--- src/rtl/counter_to_10_monitor.sv ---
// counter_to_10_monitor
//
// Receiving end of a mod-10 up/down counter. Samples the counter's count and
// carry every clock, predicts the next count, flags mismatches and cascades
// the counter's carries/borrows into a BCD tens digit.
//
// Ports:
//   clk        in   rising-edge clock
//   reset      in   asynchronous, active-low reset
//   en         in   monitor enable; low returns the monitor to IDLE
//   up_down    in   counter direction (1 = up, 0 = down)
//   count[3:0] in   counter value, legal 0..9
//   carry      in   counter terminal-count flag
//   tens[3:0]  out  BCD tens digit
//   tens_carry out  one-cycle pulse when tens wraps (9->0 up, 0->9 down)
//   locked     out  high while tracking the counter
//   err        out  one-cycle pulse per detected mismatch
//   err_count  out  total errors, saturating at 255
//   fault      out  high while in the sticky FAULT state
//
// Handshake: none. Every input is sampled at every rising edge while en is
// high; there is no valid/ready pairing, the counter is assumed to advance
// exactly once per clock.
//
// The FSM state is held in the enum register 'state' for checkers to bind to.

module counter_to_10_monitor #(
  parameter int MAX_ERR = 4
) (
  input  logic       clk,
  input  logic       reset,
  input  logic       en,
  input  logic       up_down,
  input  logic [3:0] count,
  input  logic       carry,
  output logic [3:0] tens,
  output logic       tens_carry,
  output logic       locked,
  output logic       err,
  output logic [7:0] err_count,
  output logic       fault
);

  typedef enum logic [1:0] {
    IDLE  = 2'd0,
    SYNC  = 2'd1,
    TRACK = 2'd2,
    FAULT = 2'd3
  } state_t;

  localparam logic [7:0] MAX_ERR_B = 8'(MAX_ERR);

  state_t     state;
  logic [3:0] exp_cnt;

  logic       count_legal;
  logic       carry_exp;
  logic [3:0] next_cnt;
  logic       mismatch;
  logic       sample_err;
  logic [7:0] err_inc;
  logic [3:0] tens_next;
  logic       tens_wrap;

  // The prediction always uses up_down from the same cycle as the count,
  // so a direction reversal is legal on any cycle.
  always_comb begin
    count_legal = (count <= 4'd9);
    carry_exp   = up_down ? (count == 4'd9) : (count == 4'd0);

    next_cnt = 4'd0;
    if (up_down) next_cnt = (count == 4'd9) ? 4'd0 : count + 4'd1;
    else         next_cnt = (count == 4'd0) ? 4'd9 : count - 4'd1;

    mismatch = !count_legal || (count != exp_cnt) || (carry != carry_exp);

    sample_err = ((state == SYNC) && !count_legal) ||
                 ((state == TRACK) && mismatch);

    err_inc = (err_count == 8'hFF) ? 8'hFF : err_count + 8'd1;

    tens_next = 4'd0;
    if (up_down) tens_next = (tens == 4'd9) ? 4'd0 : tens + 4'd1;
    else         tens_next = (tens == 4'd0) ? 4'd9 : tens - 4'd1;
    tens_wrap = up_down ? (tens == 4'd9) : (tens == 4'd0);
  end

  always_ff @(posedge clk or negedge reset) begin
    if (!reset) begin
      state      <= IDLE;
      exp_cnt    <= 4'd0;
      tens       <= 4'd0;
      tens_carry <= 1'b0;
      locked     <= 1'b0;
      err        <= 1'b0;
      err_count  <= 8'd0;
      fault      <= 1'b0;
    end else begin
      // Pulses default low every cycle.
      err        <= 1'b0;
      tens_carry <= 1'b0;

      if (!en) begin
        // tens and err_count survive a disable; only reset clears them.
        state  <= IDLE;
        locked <= 1'b0;
        fault  <= 1'b0;
      end else if (sample_err) begin
        // An error wins over a coincident carry: tens is left untouched.
        err       <= 1'b1;
        err_count <= err_inc;
        locked    <= 1'b0;
        if (err_inc >= MAX_ERR_B) begin
          state <= FAULT;
          fault <= 1'b1;
        end else begin
          state <= SYNC;
        end
      end else begin
        unique case (state)
          IDLE: begin
            state <= SYNC;
          end
          SYNC: begin
            // Carry seen while synchronising is not cascaded into tens.
            exp_cnt <= next_cnt;
            state   <= TRACK;
            locked  <= 1'b1;
          end
          TRACK: begin
            exp_cnt <= next_cnt;
            if (carry) begin
              tens       <= tens_next;
              tens_carry <= tens_wrap;
            end
          end
          FAULT: begin
            // Sticky: hold everything until en drops or reset.
            state <= FAULT;
          end
          default: begin
            state <= IDLE;
          end
        endcase
      end
    end
  end

endmodule

--- config.mk ---
export PLATFORM = sky130hd
export DESIGN_NAME = counter_to_10_monitor
export DESIGN_NICKNAME = d
export VERILOG_FILES = /design/src/rtl/counter_to_10_monitor.sv
export SDC_FILE = /design/constraint.sdc
export NUM_CORES = 1
export LEC_CHECK = 0
export CORE_ASPECT_RATIO = 0.6
export CORE_MARGIN = 2
export CORE_UTILIZATION = 42
export CTS_CLUSTER_SIZE = 25
export DETAILED_ROUTE_END_ITERATION = 10
export PLACE_DENSITY = 0.68
export SETUP_SLACK_MARGIN = 0.2
export SLEW_MARGIN = 25
export SYNTH_ARGS = -nofsm -noshare
export SYNTH_HDL_FRONTEND = slang
export SYNTH_SLANG_ARGS = --single-unit
--- constraint.sdc ---
create_clock -name clk -period 2 [get_ports clk]
set_clock_uncertainty 0.05 [all_clocks]
set_input_delay 0.6 -clock clk [delete_from_list [all_inputs] [get_ports clk]]
set_output_delay 0.6 -clock clk [all_outputs]
set_load 0.005 [all_outputs]
==> qor.json, run 1 <==
{
  "outcome": {
    "outcome": "complete, but fails checks",
    "violations": "setup timing"
  },
  "layout": {
    "antenna_cells": 0,
    "layout-drive-gt1-share": 0.380,
    "commonest_non_fill_non_tap_cells_in_the_layout": "buf_4 (40), dfrtp_1 (17), nand2_1 (14), nor2_1 (14)",
    "final_area_um2": 2320,
    "areaGrowthSynthToFinish_pct": 53.3,
    "fillers": 236,
    "area_used_by_multi_input_combinational_logic_um2": 1010,
    "stdcell_count": 282,
    "finish.utilization": 0.693,
    "mostFrequentLayoutCell": "buf_4",
    "final-seq-area_um2": 557,
    "nNetsFinal": 253
  },
  "power_and_ir_drop": {
    "switching_power_w": 0.000929,
    "vdd_drop_max_v": 0.000748,
    "total_power_w": 0.00245,
    "power_frac_seq": 0.293,
    "cellPowerDensity_nw_per_um2": 1060,
    "p_int_w": 0.00152,
    "clock_power_share": 0.131,
    "pwr-share-comb": 0.577,
    "power_leakage_nw": 1.14,
    "switching_share_of_power": 0.379
  },
  "global_routing": {
    "wire_length_of_the_first_global_routing_pass_mm": 7.00,
    "top_usage_layer": "met2",
    "grt_use_met2": 0.354,
    "track_usage": 0.227,
    "overflow": 0,
    "antenna_found_initial": 0,
    "grt_use_met3": 0.0576,
    "grt_max_degree": 24,
    "first_global_vias": 1441,
    "grt.met1_usage": 0.322
  },
  "yosys": {
    "synth-main-ff-cell": "dfrtp_1",
    "synth_compound_gate_area_share": 0.179,
    "synth_top_family_by_area": "simple AND/OR/NAND/NOR gates",
    "synth_fa_ha_area_frac": 0.0496,
    "synth-edff-count": 0,
    "synth.yosys.warnings": 0,
    "syn-instance-count": 176,
    "synth_area_per_cell_um2": 8.59,
    "synth-seq-cells": 22,
    "synth-simple-area-share": 0.246,
    "yosys-mux-area-fraction": 0.0629,
    "synth_xor_area_frac": 0.0347,
    "synthesis.area_um2": 1510,
    "synthesis.nets": 191,
    "synth_cell_type_count": 43,
    "seq_area_frac_synth": 0.364,
    "async_reset_ff_frac": 1.00
  },
  "place": {
    "pre_cts_ws_ns": -0.772,
    "portBuffers": 24,
    "dp_hpwl_mm": 2.72,
    "placedInstanceArea_um2": 1920,
    "gp_congestion": 0.881,
    "place_inst": 255
  },
  "detailed_routing": {
    "finalWirelength_mm": 4.47,
    "firstDrtPassIters": 4,
    "route.vias.total": 1529,
    "wl_per_cell_um": 15.9,
    "detail-route-antenna-nets": 0,
    "route.detailed.drc": 0,
    "post_drt_via_cell_ratio": 5.42,
    "first_iter_violations": 94
  },
  "worst_hold_path": {
    "timing.hold.worst_path_depth": 2,
    "hold_path.class": "reg2reg",
    "min_to": "exp_cnt[0]",
    "worstHoldStart": "exp_cnt[0]"
  },
  "worst_setup_path": {
    "setup.worst_path.class": "in2reg",
    "end_kind": "flip-flop",
    "crit-reg2reg-launch": "exp_cnt[3]",
    "timing.reg2reg.setup_slack_ns": -0.03,
    "arrival_ns": 2.14,
    "worstRegToRegCells": 6,
    "crit-reg2reg-capture": "exp_cnt[1]",
    "timing.critical_path.required_ns": 2.10,
    "setup.worst_path.start_class": "primary input",
    "cp_max_fo": 6
  },
  "clock_network": {
    "tritoncts": "done",
    "clock-root-buffer": "clkbuf_8",
    "hold_fix_buffers_cts": 0,
    "worst_skew_pair.late_latency_ns": 0.26,
    "tritoncts.num_buffers": 3,
    "clk_sink_count": 22,
    "clock_path_buffers": 2,
    "path_clk_slew_ns": 0.08,
    "cts-htree-levels": 1
  },
  "floorplanning": {
    "initial_utilization": 0.452,
    "die_y_extent_um": 50.5,
    "core_area_um2": 3340,
    "die_footprint_um2": 4110,
    "design.portCount": 25,
    "fp.dieW_um": 81.5,
    "placementRows": 16
  },
  "sta": {
    "worstMarginPinSlew_ns": 0.317,
    "hold_viol_final": 0,
    "period_minus_slack_ns": 2.04,
    "finalMaxSlewViolations": 0,
    "clock.fmax_mhz": 490,
    "final.period_utilization": 1.02,
    "max_slew_margin": 0.787,
    "setup_repair_after_global_routing_missed_its_margin": "true",
    "final_setup_slack_of_the_worst_path_ns": -0.0402,
    "report.final.setup_viol": 6
  },
  "run": {
    "maxCapViolations": 0
  }
}
per-stage QoR:
stage                     setup TNS (ns)  hold slack, ns
after floorplan                    -2.11           0.254
after global placement            -12.22           0.461
after detailed placement          -14.38           0.465
after CTS                         -0.388           0.487
after global routing              -0.556           0.521
final                             -0.187           0.500
power groups by stage:
stage | clock network, W | logic, W | registers, W
floorplan | 0 | 0.000641 | 0.000741
global placement | 0 | 0.00104 | 0.000753
detailed placement | 0 | 0.00107 | 0.000762
CTS | 0.000326 | 0.00125 | 0.000725
global route | 0.000354 | 0.00153 | 0.000734
finish | 0.000320 | 0.00141 | 0.000717
synthesized netlist by cell type (5+ instances only):
master | n | area share
a31oi_1 | 6 | 0.025
mux2i_1 | 5 | 0.033
dfrtp_1 | 22 | 0.36
nand3_1 | 12 | 0.040
clkbuf_1 | 8 | 0.020
a21oi_1 | 7 | 0.023
and3_1 | 5 | 0.021
inv_1 | 9 | 0.022
nor2_1 | 15 | 0.037
o21ai_0 | 11 | 0.036
nand2_1 | 15 | 0.037
ha_1 | 6 | 0.050
worst max path at each step:
stage,startpoint,cells after the start,to
2_1_floorplan,count[3],7,exp_cnt[1]
3_3_place_gp,count[3],7,exp_cnt[1]
3_5_place_dp,count[3],7,exp_cnt[1]
4_1_cts,count[3],7,exp_cnt[1]
5_1_grt,count[1],7,exp_cnt[2]
6_report,count[3],7,exp_cnt[1]
worst max-delay path, cell delays in order:
cell and delay [ns]:
buf_8 0.10, or2_4 0.25, a211oi_2 0.21, o21ai_1 0.10, a211o_4 0.38, nor2_4 0.17, mux2_4 0.32
cell type report:
type / count / share of cell area
inverters: 9 / 0.0146
multi-input cells: 133 / 0.434
clock buffers: 4 / 0.0237
flip-flops and latches: 22 / 0.240
repair buffers: 69 / 0.263
well taps: 45 / 0.0243
what timing repair did:
item | 4_1_cts | 5_1_grt
setup endpoints to repair | 33 | 34
setup buffers | 15 | 8
resized for setup | 50 | 26
pin swaps | 17 | 12
kinds of logic after synthesis:
| logic type | Yosys count |
|---|---|
| adders and majority gates | 6 |
| muxes | 9 |
| AOI/OAI and AO/OA | 41 |
| buffers and inverters | 21 |
| DFF | 22 |
| and+or+nand+nor | 71 |
| xor gates and xnor gates | 6 |
flip-flops by register name (all words and copies together) (netlist names):
signal	flops
tens_carry	1
err	1
state	2
exp_cnt	4
err_count	8
tens	4
fault	1
locked	1
metal layers:
layer / share of wire / wire, um
met2: 0.46 / 2060
met1: 0.49 / 2180
met5: 0 / 0
met3: 0.044 / 195
met4: 0.0069 / 31
No activity file was read; power rests on OpenSTA's default activity.
==> inputs of run 2 (changes only) <==
--- a/config.mk
+++ b/config.mk
@@ -12,7 +12,7 @@
 export DETAILED_ROUTE_END_ITERATION = 10
 export PLACE_DENSITY = 0.68
 export SETUP_SLACK_MARGIN = 0.2
-export SLEW_MARGIN = 25
+export SLEW_MARGIN = 10
 export SYNTH_ARGS = -nofsm -noshare
 export SYNTH_HDL_FRONTEND = slang
 export SYNTH_SLANG_ARGS = --single-unit
==> results of run 2 <==
No change in the layout: final DEF, timing and power equal those of run 1.
==> inputs of run 3 (changes only) <==
--- a/config.mk
+++ b/config.mk
@@ -10,8 +10,9 @@
 export CORE_UTILIZATION = 42
 export CTS_CLUSTER_SIZE = 25
 export DETAILED_ROUTE_END_ITERATION = 10
-export PLACE_DENSITY = 0.68
+export DONT_BUFFER_PORTS = 1
 export SETUP_SLACK_MARGIN = 0.2
+export SKIP_CTS_REPAIR_TIMING = 1
 export SLEW_MARGIN = 10
 export SYNTH_ARGS = -nofsm -noshare
 export SYNTH_HDL_FRONTEND = slang
==> qor.json, run 3 (same netlist as run 1, synthesis figures left out) <==
{
  "worst_setup_path": {
    "cp_max_fo": {"value": 5, "change": "-1"},
    "end_kind": "flip-flop",
    "setup.worst_path.class": "reg2reg",
    "timing.critical_path.required": {"value": 2.10, "unit": "ns", "change": "about the same"},
    "timing.reg2reg.setup_slack": {"value": -0.02, "unit": "ns", "change": "about the same"},
    "arrival": {"value": 2.12, "unit": "ns", "change": "-0.02 ns"},
    "setup.worst_path.start_class": "flip-flop"
  },
  "layout": {
    "final_area": {"value": 1800, "unit": "um^2", "change": "-22%"},
    "mostFrequentLayoutCell": "dfrtp_1",
    "finish.utilization": {"value": 0.540, "change": "-0.154"},
    "areaGrowthSynthToFinish_pct": 19.3,
    "stdcell_count": {"value": 227, "change": "-20%"},
    "layout-drive-gt1-share": {"value": 0.247, "change": "-0.132"},
    "antenna_cells": {"value": 0, "change": "unchanged"},
    "nNetsFinal": {"value": 199, "change": "-21%"},
    "largest-register": "err_count",
    "number_of_flip_flops_in_the_largest_register": {"value": 8, "change": "unchanged"},
    "commonest_non_fill_non_tap_cells_in_the_layout": "dfrtp_1 (21), nand2_1 (15), nor2_1 (14), nand3_1 (12), buf_4 (12)",
    "top_registers": "err_count x8, exp_cnt x4, tens x4"
  },
  "sta": {
    "period_minus_slack": {"value": 2.02, "unit": "ns", "change": "-0.0203 ns"},
    "setup_repair_after_global_routing_missed_its_margin": "true",
    "hold_viol_final": {"value": 0, "change": "unchanged"},
    "report.final.setup_viol": {"value": 3, "change": "-3"},
    "clock.fmax": {"value": 495, "unit": "MHz", "change": "+1.0%"},
    "final_setup_slack_of_the_worst_path": {"value": -0.0199, "unit": "ns", "change": "+0.0203 ns"},
    "worstMarginPinSlew": {"value": 0.428, "unit": "ns", "change": "+0.110 ns"},
    "finalMaxSlewViolations": {"value": 0, "change": "unchanged"},
    "final.period_utilization": {"value": 1.01, "change": "-0.0102"},
    "whs": {"value": 0.0941, "unit": "ns", "change": "-0.406 ns"},
    "max_slew_margin": {"value": 0.715, "change": "-0.0727"},
    "setup-tns-final": {"value": -0.0499, "unit": "ns", "change": "+0.137 ns"}
  },
  "clock_network": {
    "tritoncts": "done",
    "tritoncts.num_buffers": {"value": 3, "change": "unchanged"},
    "clock-root-buffer": "clkbuf_8",
    "path_clk_slew": {"value": 0.08, "unit": "ns", "change": "about the same"},
    "worst_skew_pair.late_latency": {"value": 0.26, "unit": "ns", "change": "about the same"},
    "cts-htree-levels": {"value": 1, "change": "unchanged"},
    "clk_sink_count": {"value": 22, "change": "unchanged"},
    "clock_path_buffers": {"value": 2, "change": "unchanged"}
  },
  "place": {
    "gp_congestion": {"value": 0.841, "change": "-4.5%"},
    "place_inst": {"value": 221, "change": "-13%"},
    "portBuffers": {"value": 0, "change": "-100%"},
    "dp_hpwl": {"value": 2.41, "unit": "mm", "change": "-12%"},
    "placedInstanceArea": {"value": 1610, "unit": "um^2", "change": "-16%"}
  },
  "worst_hold_path": {
    "hold_path.class": "in2async"
  },
  "power_and_ir_drop": {
    "power_leakage": {"value": 0.759, "unit": "nW", "change": "-34%"},
    "cellPowerDensity": {"value": 1150, "unit": "nW/um^2", "change": "+8.3%"},
    "vdd_drop_max": {"value": 0.000520, "unit": "V", "change": "-31%"}
  },
  "global_routing": {
    "antenna_found_initial": {"value": 0, "change": "unchanged"},
    "overflow": {"value": 0, "change": "unchanged"},
    "wire_length_of_the_first_global_routing_pass": {"value": 5.51, "unit": "mm", "change": "-21%"},
    "first_global_vias": {"value": 1150, "change": "-20%"},
    "track_usage": {"value": 0.173, "change": "-0.0544"},
    "grt_max_degree": {"value": 26, "change": "+8.3%"}
  },
  "outcome": {
    "outcome": "complete, but fails checks",
    "violations": "setup timing"
  },
  "detailed_routing": {
    "first_iter_violations": {"value": 111, "change": "+18%"},
    "detail-route-antenna-nets": {"value": 0, "change": "unchanged"},
    "post_drt_via_cell_ratio": {"value": 5.71, "change": "+5.4%"},
    "firstDrtPassIters": {"value": 4, "change": "unchanged"},
    "route.detailed.drc": {"value": 0, "change": "unchanged"},
    "route.vias.total": {"value": 1297, "change": "-15%"},
    "finalWirelength": {"value": 3.47, "unit": "mm", "change": "-22%"},
    "wl_per_cell": {"value": 15.3, "unit": "um", "change": "-3.5%"}
  },
  "floorplanning": {
    "initial_utilization": {"value": 0.452, "change": "unchanged"},
    "design.portCount": {"value": 25, "change": "unchanged"},
    "core_area": {"value": 3340, "unit": "um^2", "change": "unchanged"},
    "die_footprint": {"value": 4110, "unit": "um^2", "change": "unchanged"},
    "die_y_extent": {"value": 50.5, "unit": "um", "change": "unchanged"},
    "fp.dieW": {"value": 81.5, "unit": "um", "change": "unchanged"},
    "placementRows": {"value": 16, "change": "unchanged"}
  },
  "run": {
    "maxCapViolations": {"value": 0, "change": "unchanged"}
  }
}
run 3: stage by stage:
step / total power [W] / worst slack [ns]
floorplan: 0.00138 / -0.224
global placement: 0.00161 / -0.126
detailed placement: 0.00163 / -0.181
CTS: 0.00191 / -0.00828
global route: 0.00224 / -0.0980
finish: 0.00207 / -0.0199
run 3: final timing paths:
check	start	to	cells after the start
hold reg to reg	exp_cnt[0]	exp_cnt[0]	2
min in group clk	count[0]	exp_cnt[0]	1
hold / removal	reset	exp_cnt[0]	1
setup reg to reg	exp_cnt[3]	exp_cnt[1]	6
max in group asynchronous	reset	state[0]	1
setup / recovery	exp_cnt[3]	exp_cnt[1]	6
run 3: final cells by class:
type                            instances  area, um^2
Sequential cell                        22         552
Timing Repair Buffer                   15         133
Inverter                                9        33.8
Tap cell                               45        56.3
Multi-Input combinational cell        133         988
Clock buffer                            3        41.3
Fill cell                             288        1540
run 3: where the power goes:
part           internal (W)  switching, W  total, W
clock              0.000134      0.000138  0.000272
sequential         0.000598      0.000167  0.000765
combinational      0.000522      0.000508   0.00103
run 3: layer usage:
layer	GRT usage	vias to the layer above	part of all wire
li1	-	642	-
met1	0.263	615	0.49
met2	0.242	34	0.44
met3	0.0522	6	0.055
met4	0.0254	0	0.0092
met5	0	-	0
run 3: worst max-delay path, cell delays in order (launching register included):
cell,delay (ns)
dfrtp_1,0.40
or2_4,0.25
a211oi_4,0.27
o21ai_2,0.08
a211o_4,0.37
nor2_4,0.18
mux2_4,0.31
